[config.mk]
export PLATFORM = sky130hd
export DESIGN_NAME = rv_fetch_stage
export DESIGN_NICKNAME = d
export VERILOG_FILES = /design/src/rtl/rv_fetch_stage.sv
export SDC_FILE = /design/constraint.sdc
export NUM_CORES = 1
export LEC_CHECK = 0
export CELL_PAD_IN_SITES_DETAIL_PLACEMENT = 1
export CELL_PAD_IN_SITES_GLOBAL_PLACEMENT = 1
export CORE_MARGIN = 3
export CORE_UTILIZATION = 45
export CTS_CLUSTER_SIZE = 30
export DETAILED_ROUTE_END_ITERATION = 8
export DONT_BUFFER_PORTS = 1
export PLACE_DENSITY = 0.76
export SYNTH_ARGS = -nofsm -noshare
export SYNTH_HDL_FRONTEND = slang
export SYNTH_SLANG_ARGS = --single-unit
[constraint.sdc]
create_clock -name clk -period 12.7 [get_ports clk]
set_input_delay 2.54 -clock clk [delete_from_list [all_inputs] [get_ports clk]]
set_output_delay 2.54 -clock clk [all_outputs]
set_load 0.01 [all_outputs]
[src/rtl/rv_fetch_stage.sv]
// rv_fetch_stage: owns the PC, issues word fetches to instruction memory and
// buffers returned instructions (tagged with their PC) for decode.
// Optional feature macro: FETCH_ALIGN_CHECK_EN. When defined, a redirect to a
// target with target[1:0] != 0 raises a sticky fetch_fault and halts fetch
// until reset. When undefined, fetch_fault is tied low and target[1:0] is
// cleared as the target is loaded into the PC.
//
// Handshakes: a request transfers on the rising edge where imem_req_valid and
// imem_req_ready are both high; imem_req_valid never depends on
// imem_req_ready. Responses have no backpressure and return in request order.
// An instruction leaves the buffer on the edge where inst_valid && inst_ready.
module rv_fetch_stage #(
    parameter logic [63:0] RESET_PC   = 64'h0,
    parameter int          FIFO_DEPTH = 2
) (
    input  logic        clk,
    input  logic        rst_n,
    output logic        imem_req_valid,
    input  logic        imem_req_ready,
    output logic [63:0] imem_req_addr,
    input  logic        imem_rsp_valid,
    input  logic [31:0] imem_rsp_data,
    input  logic        redirect_valid,
    input  logic [63:0] redirect_target,
    output logic        inst_valid,
    input  logic        inst_ready,
    output logic [31:0] inst_out,
    output logic [63:0] inst_pc,
    output logic        fetch_fault
);

    localparam int AW = (FIFO_DEPTH > 1) ? $clog2(FIFO_DEPTH) : 1;
    localparam int CW = $clog2(FIFO_DEPTH + 1);
    localparam int SW = CW + 1;
    localparam logic [SW-1:0] DEPTH_C = SW'(FIFO_DEPTH);

    logic [63:0]   pc;
    logic [63:0]   rsp_pc;
    logic [31:0]   buf_inst [FIFO_DEPTH];
    logic [63:0]   buf_pc   [FIFO_DEPTH];
    logic [AW-1:0] rd_ptr;
    logic [AW-1:0] wr_ptr;
    logic [CW-1:0] count;
    logic [CW-1:0] outstanding;
    logic [CW-1:0] drop_cnt;
    logic [CW-1:0] outstanding_next;
    logic [CW-1:0] drop_cnt_next;
    logic [63:0]   load_pc;
    logic          halted;
    logic          credit_ok;
    logic          issue;
    logic          rsp_hit;
    logic          push;
    logic          pop;

`ifdef FETCH_ALIGN_CHECK_EN
    logic misaligned;

    assign misaligned = redirect_valid && (redirect_target[1:0] != 2'b00);
    assign load_pc    = redirect_target;

    // Sticky fault and halt on a misaligned redirect; only reset clears them.
    always_ff @(posedge clk) begin
        if (!rst_n) begin
            halted      <= 1'b0;
            fetch_fault <= 1'b0;
        end else if (misaligned) begin
            halted      <= 1'b1;
            fetch_fault <= 1'b1;
        end
    end
`else
    assign load_pc     = redirect_target & ~64'h3;
    assign halted      = 1'b0;
    assign fetch_fault = 1'b0;
`endif

    // Buffered plus in-flight fetches never exceed the buffer size, so every
    // response that is kept always has a free slot.
    assign credit_ok      = ({1'b0, count} + {1'b0, outstanding}) < DEPTH_C;
    assign imem_req_valid = rst_n && credit_ok && !redirect_valid && !halted;
    assign imem_req_addr  = pc;
    assign issue          = imem_req_valid && imem_req_ready;

    // A response with nothing outstanding is a protocol error and is ignored.
    assign rsp_hit = imem_rsp_valid && (outstanding != '0);
    assign push    = rsp_hit && (drop_cnt == '0) && !redirect_valid && !halted;

    assign inst_valid = (count != '0);
    assign pop        = inst_valid && inst_ready && !redirect_valid;
    assign inst_out   = buf_inst[rd_ptr];
    assign inst_pc    = buf_pc[rd_ptr];

    // In-flight and stale-response counters for the coming edge.
    always_comb begin
        outstanding_next = outstanding;
        if (issue && !rsp_hit) begin
            outstanding_next = outstanding + CW'(1);
        end else if (!issue && rsp_hit) begin
            outstanding_next = outstanding - CW'(1);
        end

        drop_cnt_next = drop_cnt;
        if (redirect_valid) begin
            // Everything still in flight after this edge belongs to the old path.
            drop_cnt_next = outstanding_next;
        end else if (rsp_hit && (drop_cnt != '0)) begin
            drop_cnt_next = drop_cnt - CW'(1);
        end
    end

    // Fetch PC, response PC and counters; redirect overrides sequential advance.
    always_ff @(posedge clk) begin
        if (!rst_n) begin
            pc          <= RESET_PC;
            rsp_pc      <= RESET_PC;
            outstanding <= '0;
            drop_cnt    <= '0;
        end else begin
            outstanding <= outstanding_next;
            drop_cnt    <= drop_cnt_next;
            if (redirect_valid) begin
                pc     <= load_pc;
                rsp_pc <= load_pc;
            end else begin
                if (issue) begin
                    pc <= pc + 64'd4;
                end
                if (push) begin
                    rsp_pc <= rsp_pc + 64'd4;
                end
            end
        end
    end

    // Instruction buffer storage; pointers alone define which entries are live.
    always_ff @(posedge clk) begin
        if (push) begin
            buf_inst[wr_ptr] <= imem_rsp_data;
            buf_pc[wr_ptr]   <= rsp_pc;
        end
    end

    // Buffer pointers and occupancy; a redirect or halt empties the buffer.
    always_ff @(posedge clk) begin
        if (!rst_n || redirect_valid || halted) begin
            rd_ptr <= '0;
            wr_ptr <= '0;
            count  <= '0;
        end else begin
            if (push) begin
                wr_ptr <= wr_ptr + AW'(1);
            end
            if (pop) begin
                rd_ptr <= rd_ptr + AW'(1);
            end
            count <= count + CW'(push) - CW'(pop);
        end
    end

    // Stale responses are a subset of in-flight ones, which are bounded by the buffer size.
    always_ff @(posedge clk) begin
        if (rst_n) begin
            assert ((drop_cnt <= outstanding) && ({1'b0, outstanding} <= DEPTH_C));
        end
    end

endmodule

==> results.toml <==
[run_status]
status = "complete, no violations"

[setup_path]
endpoint = "imem_req_valid"
crit_path_start = "redirect_valid"
r2r-end = "buf_pc[0][17]"
path_depth = 2
arrival_ns = 3.41
cpPeakStageDelay_ns = 0.47
worst_ep_required_time_ns = 10.16
rr_worst_depth = 7
crit_path_max_fanout = 84
path_class = "input port to output pin"
path_buf_inv = 0
cp_cell_sequence = "nand2b_1, nor3_1"
cp_slowest_cell = "nor3_1"
cp_top_family = "simple AND/OR/NAND/NOR gates"
r2r_slack_ns = 9.24
worstSetupEndpointType = "output pin"
crit_path_start_kind = "input port"
rr_startpoint = "outstanding[1]"

[detailed_routing]
drtPass1Iterations = 5
vias = 10800
wl_microns = 43030
postRouteAntennaNets = 0
vias_per_cell = 6.424
dr.first_iter.drc_count = 948
wl_per_cell_microns = 25.60
drc = 0

[sta]
finClkSkew_ns = 0.01422
worst_pin_slew_ns = 1.052
min_period_over_period = 0.4683
rsz0062_at_grt = "no"
finalMaxSlewViolations = 0
min_period_ns = 5.947
hold_viol = 0
relSlewSlack = 0.2919
max_freq_mhz = 168.1
final-setup-viol-count = 0
fin_setup_tns_ns = 0

[floorplanning]
core_area_sq_mm = 0.03107
start_util = 0.4646
io_pins = 265
rows = 64
dieArea_sq_mm = 0.03426
fp.dieW_microns = 185.1
die_y_microns = 185.1

[logic_synthesis]
synth_edf_count = 188
synth.avg_cell_area_sq_um = 11.33
synthTopCellsByArea = "edfxtp_1 (39%), dfxtp_1 (18%), mux2_2 (7.6%)"
ys_warn_count = 0
yosysUniqueCellTypes = 66
synth_area_leader_cell = "edfxtp_1"
synthesis.area_sq_mm = 0.01443
ys_async_sr_fraction = 0
synth_top_area_frac = 0.3911
synth_cells = 1274
synthFlopType = "edfxtp_1"
yosysSeqAreaShare = 0.5756
synth-seq-cells = 321

[final_layout]
multiInputGateArea_sq_mm = 0.005786
register_area_sq_mm = 0.008312
drive_gt1_frac = 0.1387
fin_util = 0.5110
area_delta_synth_final_pct = 10.00
fillCellCount = 3316
instances_no_fill = 1681
nNetsFinal = 1366

[clock_tree]
htree_levels = 2
cts_buffer_depth = 3
path_clk_slew_ns = 0.06
cts.hold.buffers_added = 0
cts_tree = "built"
clock_latency_ns = 0.53
clock_tree.root_cell = "clkbuf_16"
clock_sinks = 321
cts_setup_buffers = 0
post_cts_resized = 0
cts-buffers-inserted = 36

[job]
drv_cap = 0

[grt]
grt_pass1_vias = 10690
grt_pass1_wl_microns = 64910
overflow = 0
grt_start_max_net_pins = 91
grt_use_total = 0.2444
antenna_found_initial = 3

[placement]
io_buffers = 0
gp_congestion = 0.8855
hpwl_microns = 29940
place_inst = 1615

[power_and_ir_drop]
seqPwrFrac = 0.511
p_leak_nw = 5.017
power.internal_mw = 1.796
p_clk_frac = 0.408
swShare = 0.2553
power_density_mw_per_mm2 = 151.9
ir_drop_uv = 76.02
switching_power_uw = 615.6
combPwrFrac = 0.081

[hold_path]
hold_class = "flop to flop"
cells in the final DEF (no fill, tap or decap), drive strengths merged, types with 25 or more instances in the layout:
master / instances
edfxtp: 188
dfxtp: 133
mux2: 98
nand2: 85
o21ai: 67
a21oi: 58
nand4: 58
nand3: 56
nor2: 55
clkbuf: 43
nor3: 37
a31oi: 34
xor2: 29
or4: 29
and3: 25
layout make-up:
class | count | share of cell area
sequential | 321 | 0.5235
inverter | 21 | 0.005122
multi-input combinational | 865 | 0.3644
timing repair buffer | 12 | 0.005674
tap | 396 | 0.03121
clock inverter | 21 | 0.009535
clock buffer | 43 | 0.06028
antenna | 2 | 0.0003152
through the flow:
stage	area (sq um)	worst slack (ns)	hold slack (ns)	total power, mW
after floorplan	14450	4.857	0.4237	1.382
after global placement	14760	6.819	0.4861	1.435
after detailed placement	14760	6.819	0.4991	1.446
after CTS	15870	6.814	0.5161	2.431
after global routing	15880	6.756	0.5374	2.507
final	15880	6.753	0.5120	2.411
cells by family after synthesis:
family / after synthesis / share of synthesized area
flops: 321 / 0.5756
mux: 103 / 0.07992
buf+inv: 92 / 0.02566
xor+xnor: 50 / 0.03034
compound gates: 243 / 0.1050
fa+ha+maj: 7 / 0.006588
simple gates: 457 / 0.1767
other cells: 1 / 0.0002598
state kept, by name (all words and copies together), names as in the netlist, named ones only:
signal	cells
rd_ptr	1
buf_pc	124
imem_req_addr	62
rsp_pc	62
wr_ptr	1
outstanding	2
count	2
drop_cnt	2
buf_inst	64
Yosys cell counts, drive strengths merged, types with 19 or more instances:
library cell and instances:
a21oi 58, nand3 56, or3 23, xor2 29, inv 21, and4 19
nor4 23, clkbuf 56, edfxtp 188, nor3 37, nand4 58, a31oi 34
dfxtp 133, xnor2 21, or4 29, and3 25, mux2 98, nor2 55
o21ai 67, nand2 85
worst min-delay path by stage:
stage	slack [ns]	startpoint	endpoint	depth (start not counted)
after floorplan	0.42	rsp_pc[40]	buf_pc[0][40]	0
after global placement	0.49	rsp_pc[63]	buf_pc[0][63]	0
after detailed placement	0.50	rd_ptr	flop	2
after CTS	0.52	rd_ptr	flop	2
after global routing	0.54	rsp_pc[63]	buf_pc[1][63]	0
final	0.51	rd_ptr	flop	2
layer usage:
layer,wire length [microns],GRT usage,vias to the layer above
met5,0,0,-
met4,1110,0.07293,0
met2,19180,0.3749,440
li1,-,-,4895
met1,18750,0.3400,5388
met3,3982,0.06795,75
worst reg2reg max path, stage by stage (launching register included):
cell and delay (ns):
dfxtp_1 0.37, inv_1 0.08, ha_1 0.22, nor4bb_1 0.77, inv_1 0.29, nor2_4 0.15
buf_4 0.41, buf_4 0.77
power by group through the flow:
stage | logic, mW | clock network (mW) | registers, mW
2_1_floorplan | 0.150 | 0 | 1.23
3_3_place_gp | 0.187 | 0 | 1.25
3_5_place_dp | 0.193 | 0 | 1.25
4_1_cts | 0.195 | 1.00 | 1.23
5_1_grt | 0.214 | 1.05 | 1.24
6_report | 0.194 | 0.985 | 1.23
(Power assumes the default switching activity.)
